`config.mk`:
```
export PLATFORM = sky130hd
export DESIGN_NAME = mem_arbiter
export DESIGN_NICKNAME = d
export VERILOG_FILES = /design/src/rtl/mem_arbiter.sv
export SDC_FILE = /design/constraint.sdc
export NUM_CORES = 1
export LEC_CHECK = 0
export CAP_MARGIN = 20
export CORE_ASPECT_RATIO = 1.4
export CORE_MARGIN = 2
export CORE_UTILIZATION = 40
export CTS_CLUSTER_DIAMETER = 100
export DETAILED_ROUTE_END_ITERATION = 7
export MAX_ROUTING_LAYER = met4
export PLACE_DENSITY = 0.89
export SYNTH_ARGS = -nofsm -noshare
export SYNTH_HDL_FRONTEND = slang
export SYNTH_SLANG_ARGS = --single-unit
```
`constraint.sdc`:
```
create_clock -name clk_main -period 2 [get_ports clk_main]
set_clock_uncertainty 0.15 [all_clocks]
set_input_delay 0.2 -clock clk_main [delete_from_list [all_inputs] [get_ports clk_main]]
set_output_delay 0.2 -clock clk_main [all_outputs]
set_load 0.02 [all_outputs]
```
`src/rtl/mem_arbiter.sv`:
```
// -----------------------------------------------------------------------------
// mem_arbiter
//
// Two-port arbiter in front of a single synchronous single-port memory.
// An instruction-fetch port (read only) and a data port (load/store) compete
// for the memory. Each access takes exactly three cycles:
//   IDLE  : requests sampled on the closing edge; winner's addr/we/wdata latched
//   GRANT : mem_en (and mem_we for stores) driven, winner's gnt pulses
//   CAPT  : memory read data is valid; captured on the closing edge
// The winner's valid then pulses during the following IDLE cycle, so a
// requester that keeps its request high through that cycle is served again
// back-to-back (one access per three cycles).
//
// Arbitration on simultaneous requests:
//   ARB_ROUND_ROBIN_EN undefined : data port always wins (fixed priority).
//   ARB_ROUND_ROBIN_EN defined   : the port not granted most recently wins;
//                                  after reset the fetch port counts as the
//                                  most recently granted, so data wins first.
//
// Ports
//   clk_main            sole clock, rising edge
//   reset               synchronous active-high reset (aborts any access)
//   if_req / if_addr    fetch request (held until if_gnt) and address
//   if_gnt / if_valid   fetch grant pulse / fetch data-valid pulse
//   if_rdata            fetched word (updated only on fetch completion)
//   d_req / d_we        data request (held until d_gnt); 1 = store, 0 = load
//   d_addr / d_wdata    data address and store data
//   d_gnt / d_valid     data grant pulse / data completion pulse
//   d_rdata             load data (unchanged by stores)
//   mem_en / mem_we     memory enable and write strobe (GRANT cycle only)
//   mem_addr/mem_wdata  memory address and write data
//   mem_rdata           memory read data, valid one cycle after mem_en
//   busy                high whenever the FSM is not in IDLE
// All outputs come straight from flops.
// -----------------------------------------------------------------------------
module mem_arbiter (
  input  logic        clk_main,
  input  logic        reset,
  input  logic        if_req,
  input  logic [5:0]  if_addr,
  output logic        if_gnt,
  output logic        if_valid,
  output logic [15:0] if_rdata,
  input  logic        d_req,
  input  logic        d_we,
  input  logic [5:0]  d_addr,
  input  logic [15:0] d_wdata,
  output logic        d_gnt,
  output logic        d_valid,
  output logic [15:0] d_rdata,
  output logic        mem_en,
  output logic        mem_we,
  output logic [5:0]  mem_addr,
  output logic [15:0] mem_wdata,
  input  logic [15:0] mem_rdata,
  output logic        busy
);

  typedef enum logic [1:0] {
    IDLE  = 2'd0,
    GRANT = 2'd1,
    CAPT  = 2'd2
  } state_t;

  state_t      state_q;

  // Output registers
  logic        if_gnt_q;
  logic        if_valid_q;
  logic [15:0] if_rdata_q;
  logic        d_gnt_q;
  logic        d_valid_q;
  logic [15:0] d_rdata_q;
  logic        mem_en_q;
  logic        mem_we_q;
  logic [5:0]  mem_addr_q;
  logic [15:0] mem_wdata_q;
  logic        busy_q;

  // Owner of the access in flight, remembered for the capture edge
  logic        owner_data_q;
  logic        owner_we_q;

  // Combinational arbitration result: 1 = data port wins this IDLE sample
  logic        win_data;

`ifdef ARB_ROUND_ROBIN_EN
  // 1 = fetch port was granted most recently
  logic        last_fetch_q;

  always_comb begin
    win_data = d_req;
    if (d_req && if_req) begin
      win_data = last_fetch_q;
    end
  end
`else
  // Fixed priority: any data request beats a fetch request
  assign win_data = d_req;
`endif

  always_ff @(posedge clk_main) begin
    if (reset) begin
      state_q      <= IDLE;
      if_gnt_q     <= 1'b0;
      if_valid_q   <= 1'b0;
      if_rdata_q   <= '0;
      d_gnt_q      <= 1'b0;
      d_valid_q    <= 1'b0;
      d_rdata_q    <= '0;
      mem_en_q     <= 1'b0;
      mem_we_q     <= 1'b0;
      mem_addr_q   <= '0;
      mem_wdata_q  <= '0;
      busy_q       <= 1'b0;
      owner_data_q <= 1'b0;
      owner_we_q   <= 1'b0;
`ifdef ARB_ROUND_ROBIN_EN
      last_fetch_q <= 1'b1;
`endif
    end else begin
      // Pulse outputs default low; each state raises only what it owns
      if_gnt_q   <= 1'b0;
      d_gnt_q    <= 1'b0;
      if_valid_q <= 1'b0;
      d_valid_q  <= 1'b0;
      mem_en_q   <= 1'b0;
      mem_we_q   <= 1'b0;

      case (state_q)
        IDLE: begin
          if (if_req || d_req) begin
            state_q      <= GRANT;
            busy_q       <= 1'b1;
            mem_en_q     <= 1'b1;
            owner_data_q <= win_data;
            // Address/data are copied here so requester changes after this
            // edge cannot disturb the access.
            if (win_data) begin
              d_gnt_q     <= 1'b1;
              mem_we_q    <= d_we;
              mem_addr_q  <= d_addr;
              mem_wdata_q <= d_wdata;
              owner_we_q  <= d_we;
            end else begin
              if_gnt_q    <= 1'b1;
              mem_we_q    <= 1'b0;
              mem_addr_q  <= if_addr;
              mem_wdata_q <= '0;
              owner_we_q  <= 1'b0;
            end
`ifdef ARB_ROUND_ROBIN_EN
            last_fetch_q <= ~win_data;
`endif
          end
        end

        GRANT: begin
          // Memory samples the command on this edge; data arrives in CAPT
          state_q <= CAPT;
        end

        CAPT: begin
          state_q <= IDLE;
          busy_q  <= 1'b0;
          if (owner_data_q) begin
            d_valid_q <= 1'b1;
            // Stores complete without touching the load-data register
            if (!owner_we_q) begin
              d_rdata_q <= mem_rdata;
            end
          end else begin
            if_valid_q <= 1'b1;
            if_rdata_q <= mem_rdata;
          end
        end

        default: begin
          state_q <= IDLE;
          busy_q  <= 1'b0;
        end
      endcase
    end
  end

  assign if_gnt    = if_gnt_q;
  assign if_valid  = if_valid_q;
  assign if_rdata  = if_rdata_q;
  assign d_gnt     = d_gnt_q;
  assign d_valid   = d_valid_q;
  assign d_rdata   = d_rdata_q;
  assign mem_en    = mem_en_q;
  assign mem_we    = mem_we_q;
  assign mem_addr  = mem_addr_q;
  assign mem_wdata = mem_wdata_q;
  assign busy      = busy_q;

endmodule

```
# Yosys cells after proc, flatten, opt, wreduce, memory -nomap -nowiden
# Cells that the tools add are included.
[word_totals]
romBits = 0
mem_count = 0
word_cells = 44
reg_bits = 65
ram_bits = 0
out_inout_bits = 61
input_bits = 49
latchBits = 0
[classes]
mux = 12
n_eq_ne = 3
n_lt_le_gt_ge = 0
multipliers = 0
div = 0
shift = 0
n_addsub = 0
n_reduce_logical = 9
n_bitwise = 6
[ops]
columns = ["operator", "count"]
rows = [
  ["$mux 16", 1],
  ["$mux 1", 7],
  ["$mux 6", 1],
  ["$not 1->1", 6],
  ["$reduce_and 2->1", 3],
  ["$pmux 2 s2", 1],
  ["$reduce_or 2->1", 2],
  ["$reduce_and 3->1", 1],
  ["$reduce_or 3->1", 1],
  ["$eq 2x1->1 const B", 1],
  ["$eq 2x2->1 const B", 1],
  ["$logic_not 2->1", 1],
  ["$mux 2", 1],
  ["$ne 2x2->1 const B", 1],
  ["$pmux 1 s2", 1],
  ["$logic_or 1x1->1", 1],
]

# Depth between registers and ports, before layout
# Gate-level depths: netlist (run 1).
[logic_depth]
word_depth = 3
ltp_mapped = 6
mapped_depth_nobuf = 3

# Worst setup path before layout (run 1)
# OpenSTA, ideal clock, no wires.
[synth_timing]
kind = "register to register"
from = "register state_q[1]"
to = "register if_rdata_q[10] (netlist: if_rdata[10])"
required_time_ns = 1.722
slack_ns = 0.505
path_stages_with_launch = 7
arrival_ns = 1.217
path_buffers = 3
cell_sequence = "dfxtp_1 > buf_4 > nor3b_1 > buf_4 > buf_4 > mux2i_1 > nor2_1"
[synth_between]
elab_chain_len = 2
[synth_lines]
columns = ["item", "line_no", "source"]
rows = [
  ["start: declaration", "65", "state_t state_q;"],
  ["start signal: assignment", "104", "state_q <= IDLE;"],
  ["start signal: assignment", "133", "state_q <= GRANT;"],
  ["start signal: assignment", "160", "state_q <= CAPT;"],
  ["$eq 2x2->1", "130", "case (state_q)"],
  ["$reduce_and 2->1 (no line)", "n/a", ""],
  ["end signal: assignment", "174", "if_rdata_q <= mem_rdata;"],
  ["end: declaration", "70", "logic [15:0] if_rdata_q;"],
]
# No other way between the ends.
# A chain may end at the register's enable or synchronous reset.

# Worst setup path in the final report (run 1)
[layout_timing]
from = "register if_rdata_q[10] (netlist: if_rdata[10])"
to = "output port if_rdata[10]"
[layout_rtl]
columns = ["item", "line_no", "source"]
rows = [
  ["end: declaration", "43", "output logic [15:0] if_rdata,"],
]
# No word-level cell between the ends.

==> run metrics, run 1 <==
Top-Level Pins 110; Via density 4.875; critical path's top delay family buffers and inverters; count of cells resized by post-cts repair 0; Critical Path Max Stage Delay ~0.63 ns; Worst Path Buf+Inv 1; sequential fraction of the synthesis area 0.5699; nets 377; dpl ws 0.1945 ns; startpoint types register; minimum clock period ~1.7 ns; post-DP HPWL 4.235 mm; clk sinks 65; DRT antenna net count 0; Placer Congestion 0.7881; Finished Cell Area between 3000 and 4000 um^2; post-synth top area share 0.5699; CTS tree yes; Cells after Synth 216; status completed; Worst-Skew Late Latency 0.32 ns; GRT overflow 0; via count 1950; core area 5525 um^2; most common cell after layout, fill and taps aside clkdlybuf4s50_1; CP Data Arrival Time 1.32 ns; YS warnings 0; Register-to-Register Setup Slack ~0.44 ns; initial core utilization 0.4133; CP required 1.65 ns; final hold vios 0; Synth area leader dfxtp_1; post-CTS setup-driven buffer insertion count 0; post-synthesis cell type count 28; Die H 93.40 um; die area 6337 um^2; antenna violations before repair 0; layout cells sized above 1 0.1114; Tot GR Track Use 0.1920; I/O Buffers 109; Power per Cell Area 772.8 nW/um^2; Synth Area per Inst about 11 um^2; clock tree buffer depth 2; TritonCTS buffer count 9; flops & latches, synth 65; Mapped Nets 265; DRC violations left 0; Final setup violation count 0; root buffer cell clkbuf_8; vias in the first global route between 1500 and 2000; crit path setup slack, layout 0.3308 ns; top cells by area, synth dfxtp_1 57%, mux2i_1 9.6%, nand2_1 5.4%; RSZ-0062 raised after global routing false; largest net degree at the start of global routing 27; Ant. Diodes 0; fillers 473; Slowest-stage cell, CP clkdlybuf4s50_1; Hold WC Path Type input port to register; Worst Path Max Fanout 2; worst slew pin tran 0.3822 ns; Max-cap violations 0; maximum vdd drop 0.5207 mV; area post-placement 3440 um^2; commonest non-fill, non-tap cells in the layout 108 x clkdlybuf4s50_1, 65 x dfxtp_1, 33 x nand2_1; Max H-tree Level 3; drt pass-1 iters 4; global-route wire length before repair 8.700 mm; Critical Path Sink Type output pin; clock slew at reported path FFs about 0.060 ns; crit path cell chain clkdlybuf4s50_1; Post-Syn Area 2283 um^2; Rel. slew slack 0.7449; Final Slew Violations 0; Leak between 0.001 and 0.0015 uW; area delta synth->final 57.75%; final period utilization 0.8346; Hold-fix buffers, CTS 0; FMAX between 500 and 600 MHz; initial DRC count 76; Core Rows 32; Avg WL per Cell 14.44 um; critical path type register to output pin; routed wire length 5.775 mm; post-route setup TNS 0 ns; die width 67.86 um
kinds of logic (layout without fill, tap and decap cells):
group | count (synthesis) | after routing | share of synthesized area
compound gates | 48 | 48 | 0.1501
mux | 22 | 22 | 0.09644
flops | 65 | 65 | 0.5699
simple gates | 64 | 64 | 0.1332
buf+inv | 17 | 133 | 0.05041
through the flow:
step	utilization	power [uW]	instances	hold WS (ns)
after global placement	0.6225	1883	385	0.2933
final	0.6519	2784	400	0.1268
after global routing	0.6519	2903	400	0.1167
after floorplan	-	1648	216	0.1832
after CTS	0.6519	2813	400	0.1114
after detailed placement	0.6225	1896	385	0.2985
worst paths after layout:
| check | startpoint | endpoint | depth (start not counted) |
|---|---|---|---|
| worst min-delay path | reset | mem_we$_SDFF_PP0_ | 3 |
| worst max register to register | state_q[1]$_SDFFE_PP0P_ | if_rdata[10]$_SDFFE_PP0P_ | 4 |
| worst max-delay path | if_rdata[10]$_SDFFE_PP0P_ | if_rdata[10] | 1 |
| worst min register to register | d_rdata[13]$_SDFFE_PP0P_ | d_rdata[13]$_SDFFE_PP0P_ | 2 |
metal layers:
metal  part of all wire  global-route usage  up-vias
met5                  0                   -        -
met3              0.057             0.04934       10
met1               0.39              0.2088      903
li1                   -                   -      969
met4              0.015             0.08000        0
met2               0.53              0.3260       68
cells in the mapped netlist (all sizes together):
master   number
a211oi        6
a21o          2
a21oi        24
a22o         16
and2          2
buf          12
clkbuf        5
dfxtp        65
mux2i        22
nand2        33
nand2b        1
nand4bb       1
nor2         19
nor2b         1
nor3          1
nor3b         2
nor4b         1
nor4bb        2
or2           1
power by group:
group          switching [uW]  internal [uW]  leakage, uW
logic                     206            256     0.000709
clock network             446            473    0.0000822
registers                43.3           1360     0.000530
area by class of cell:
cell class	count	area (um^2)	share of cell area
sequential	65	1301	0.3612
timing repair buffer	118	1166	0.3237
multi-input combinational	134	887.1	0.2463
clock buffer	12	145.1	0.04029
tap	68	85.08	0.02362
clock inverter	3	17.52	0.004863
sequential cells by signal, summed over array words and instances, names as in the netlist:
| signal | flops |
|---|---|
| if_valid | 1 |
| mem_addr | 6 |
| if_rdata | 16 |
| state_q | 2 |
| mem_we | 1 |
| if_gnt | 1 |
| owner_we_q | 1 |
| d_valid | 1 |
| d_gnt | 1 |
| owner_data_q | 1 |
| mem_wdata | 16 |
| d_rdata | 16 |
| mem_en | 1 |
| busy | 1 |
Power figures use the tool's default switching activity.
==> run 2, diff against run 1 <==
CORE_UTILIZATION = 36   (was 40)
PLACE_DENSITY = 0.85   (was 0.89)
clock period = 1.4 ns   (was 2 ns; I/O delays follow)
==> run metrics, run 2 (same netlist as run 1, synthesis figures left out) <==
status finished with violations; failing checks negative setup slack; Critical Path Max Stage Delay ~0.34 ns; Worst Path Buf+Inv 2; Worst Path Max Fanout 17; initial core utilization 0.3702; Max H-tree Level 3; startpoint types register; maximum vdd drop 0.8406 mV; largest net degree at the start of global routing 29; dpl ws -0.3201 ns; FMAX roughly 710 MHz; drt pass-1 iters 4; die area roughly 7000 um^2; post-DP HPWL ~4.1 mm; minimum clock period 1.414 ns; via count 1978; Tot GR Track Use 0.1759; final hold vios 0; PnR Total Power 4333 uW; Final Slew Violations 0; critical path type register to register; Critical Path Sink Type register; Via density 4.766; Rel. slew slack 0.7988; nets slightly below 400; Die H 98.24 um; crit path cell chain buf_12, nor3b_4, buf_12, mux2i_1, nor2_1; DRT antenna net count 0; CP Data Arrival Time 1.47 ns; critical path's top delay family flip-flops; Finished Cell Area 3760 um^2; Placer Congestion 0.7744; DRC violations left 0; Leak 0.001683 uW; RSZ-0062 raised after global routing true; clk sinks between 60 and 70; core area 6168 um^2; antenna violations before repair 0; GRT overflow 0; die width around 71 um; final period utilization 1.010; Power per Cell Area ~1200 nW/um^2; commonest non-fill, non-tap cells in the layout 62 x dfxtp_1, 61 x dlygate4sd2_1, 47 x clkdlybuf4s50_1; root buffer cell clkbuf_8; Top-Level Pins 110; area post-placement 3571 um^2; final core utilization 0.6095; Slowest-stage cell, CP dfxtp_2; global-route wire length before repair 9.425 mm; Hold WC Path Type input port to register; Core Rows 34; Max-cap violations 0; CP required 1.45 ns; initial DRC count 59; TritonCTS buffer count 9; worst slew pin tran about 0.30 ns; post-route setup TNS -0.01829 ns; clock tree buffer depth 2; CTS tree yes; routed wire length between 5 and 6 mm; layout cells sized above 1 0.1662; area delta synth->final 64.66%; Ant. Diodes 0; vias in the first global route between 1500 and 2000; crit path setup slack, layout -0.01390 ns; Avg WL per Cell 13.61 um; most common cell after layout, fill and taps aside dfxtp_1; Final setup violation count 2; I/O Buffers 109; CP most frequent cell buf_12; Worst-Skew Late Latency 0.32 ns; clock slew at reported path FFs 0.07 ns
## run 2: cell types whose count changed in the layout (fill, tap and decap cells not counted), sizes merged
cell           previous run  this run
clkdlybuf4s50           108        47
dlygate4sd2               0        61
buf                      10        20
bufinv                    0         2
clkbuf                   12        10
clkinv                    2         3
## run 2: timing repair
item,in CTS,in global routing
cloned,1,0
buffers inserted,2,0
endpoints found under the setup margin,104,50
resized for setup,66,9
hold buffers,0,0
hold endpoints to repair,0,0
pin swaps,6,1
## run 2: final cells by class
| cell class | count | area [um^2] |
|---|---|---|
| timing repair buffer | 128 | 1235 |
| sequential | 65 | 1308 |
| clock inverter | 6 | 82.58 |
| clock buffer | 10 | 127.6 |
| multi-input combinational | 134 | 917.1 |
| tap | 72 | 90.09 |
| fill | 533 | 2409 |
## run 2: where the power goes
group | total (uW) | switching [uW] | internal, uW
Clock | 1670 | 674 | 993
Sequential | 1990 | 50.4 | 1940
Combinational | 675 | 316 | 359
## run 2: path summary, 6_finish.rpt
| path | cells past startpoint | slack [ns] | to | start |
|---|---|---|---|---|
| setup reg to reg | 5 | -0.01 | if_rdata[0]$_SDFFE_PP0P_ | state_q[0]$_SDFFE_PP0P_ |
| hold reg to reg | 2 | 0.30 | d_rdata[14]$_SDFFE_PP0P_ | d_rdata[14]$_SDFFE_PP0P_ |
| hold / removal | 3 | 0.14 | if_rdata[8]$_SDFFE_PP0P_ | reset |
| setup / recovery | 5 | -0.01 | if_rdata[0]$_SDFFE_PP0P_ | state_q[0]$_SDFFE_PP0P_ |
## run 2: worst min-delay path, stage by stage
cell and delay [ns]:
buf_2 0.12, buf_4 0.21, nor2_1 0.11
## run 2: routing by layer
metal,vias up,routed length [um],global-route usage
li1,993,-,-
met1,909,2223,0.1942
met2,65,3022,0.2892
met3,11,296,0.05160
met4,0,105,0.07837
met5,-,0,-
## run 2: metrics by stage
stage          cells  hold WS (ns)
2_1_floorplan    216        0.1232
3_3_place_gp     396        0.2934
3_5_place_dp     396        0.2963
4_1_cts          415        0.1149
5_1_grt          415        0.1178
6_report         415        0.1350
==> run 3, diff against run 2 <==
ABC_CLOCK_PERIOD_IN_PS = 1400   (was not set)
CELL_PAD_IN_SITES_DETAIL_PLACEMENT = 1   (was not set)
CELL_PAD_IN_SITES_GLOBAL_PLACEMENT = 2   (was not set)
CORE_UTILIZATION = 21   (was 36)
GPL_ROUTABILITY_DRIVEN = 0   (was not set)
==> run metrics, run 3 (same netlist as run 1, synthesis figures left out) <==
minimum clock period 1.354 ns; Tot GR Track Use 0.1251; Core Rows 45; maximum vdd drop 0.5693 mV; root buffer cell clkbuf_16; routed wire length 7.004 mm; die width 92.13 um; Critical Path Sink Type register; Final Slew Violations 0; area delta synth->final 73.70%; Leak 0.001759 uW; Via density 4.239; FMAX 738.4 MHz; Die H 127.4 um; Rel. slew slack 0.8132; Max-cap violations 0; status completed; post-DP HPWL 5.058 mm; critical path type register to register; nets 388; core area 10700 um^2; crit path setup slack, layout 0.04568 ns; startpoint types register; GRT overflow 0; Hold WC Path Type input port to register; die area 11740 um^2; commonest non-fill, non-tap cells in the layout 62 x dfxtp_1, 61 x dlygate4sd2_1, 46 x clkdlybuf4s50_1; Top-Level Pins between 100 and 150; layout cells sized above 1 0.1773; Worst Path Max Fanout 8; Ant. Diodes 0; antenna violations before repair 0; I/O Buffers between 100 and 150; largest net degree at the start of global routing 25; DRC violations left 0; initial core utilization 0.2135; via count 2056; final hold vios 0; CP Data Arrival Time 1.46 ns; Avg WL per Cell about 14 um; Power per Cell Area 1214 nW/um^2; final period utilization 0.9674; global-route wire length before repair 11.07 mm; initial DRC count 45; fillers 1211; area of the multi-input gates roughly 900 um^2; most common cell after layout, fill and taps aside dfxtp_1; dpl ws -0.3930 ns; Worst-Skew Late Latency around 0.32 ns; Register Area 1310 um^2; PnR Total Power between 4000 and 5000 uW; CP required 1.51 ns; Max H-tree Level 3; DRT antenna net count 0; clock tree buffer depth 2; CTS tree yes; drt pass-1 iters 4; worst slew pin tran 0.2802 ns; TritonCTS buffer count 9; clock slew at reported path FFs 0.05 ns; vias in the first global route 2200; clk sinks 65; Final setup violation count 0; RSZ-0062 raised after global routing true
-- run 3: cell count changes in the layout (fill, tap and decap cells not counted), moves of 2 or more --
| cell | delta |
|---|---|
| bufinv_16 | -2 |
| clkbuf_8 | -5 |
| a21oi_1 | +2 |
| clkbuf_16 | +10 |
| nand2_2 | +2 |
| a21oi_2 | -2 |
| nand2_1 | -3 |
-- run 3: worst paths after layout --
path | start | endpoint | slack [ns] | cells after the start
hold / removal | d_req | if_gnt$_SDFF_PP0_ | 0.08 | 3
hold reg to reg | d_rdata[5]$_SDFFE_PP0P_ | d_rdata[5]$_SDFFE_PP0P_ | 0.31 | 2
setup reg to reg | state_q[0]$_SDFFE_PP0P_ | d_rdata[11]$_SDFFE_PP0P_ | 0.05 | 5
setup / recovery | state_q[0]$_SDFFE_PP0P_ | d_rdata[11]$_SDFFE_PP0P_ | 0.05 | 5
-- run 3: layout make-up --
class / instances / share of cell area
repair buffers: 129 / 0.3174
multi-input cells: 134 / 0.2338
clock buffers: 14 / 0.07161
flip-flops and latches: 65 / 0.3303
well taps: 141 / 0.04448
clock inverters: 2 / 0.002524
-- run 3: critical path, cell delays in order (launching register included) --
cell and delay (ns):
dfxtp_4 0.38, nor4bb_4 0.25, buf_4 0.18, clkbuf_16 0.16, nand2_2 0.05, a21oi_1 0.11
-- run 3: timing repair --
action	in CTS	in global routing
resized for setup	65	13
setup buffers	0	5
endpoints found under the setup margin	101	24
endpoints found under the hold margin	0	0
pin swaps	0	2
cloned	0	1
hold buffers	0	0
-- run 3: per-stage QoR --
| stage | area [um^2] | std cells | util | TNS [ns] | hold WS, ns |
|---|---|---|---|---|---|
| 5_1_grt | 3966 | 485 | 0.3708 | -0.1852 | 0.1349 |
| 6_report | 3966 | 485 | 0.3708 | 0 | 0.07566 |
| 4_1_cts | 3852 | 479 | 0.3601 | 0 | 0.03078 |
| 2_1_floorplan | 2308 | 216 | - | 0 | 0.1232 |
| 3_5_place_dp | 3630 | 463 | 0.3393 | -9.987 | 0.3053 |
| 3_3_place_gp | 3630 | 463 | 0.3393 | -8.089 | 0.2933 |
-- run 3: report_power, final --
part           switching, uW  internal (uW)  leakage, uW
registers               57.9           1950     0.000532
clock network            754           1380     0.000149
logic                    317            357      0.00108
total                   1130           3690      0.00176
-- run 3: metal layers --
layer | vias to the layer above | track usage | wire (um) | part of all wire
li1 | 995 | - | - | -
met1 | 986 | 0.1364 | 2725 | 0.39
met2 | 64 | 0.2180 | 3848 | 0.55
met3 | 11 | 0.02358 | 304 | 0.043
met4 | 0 | 0.06058 | 125 | 0.018
met5 | - | - | 0 | 0
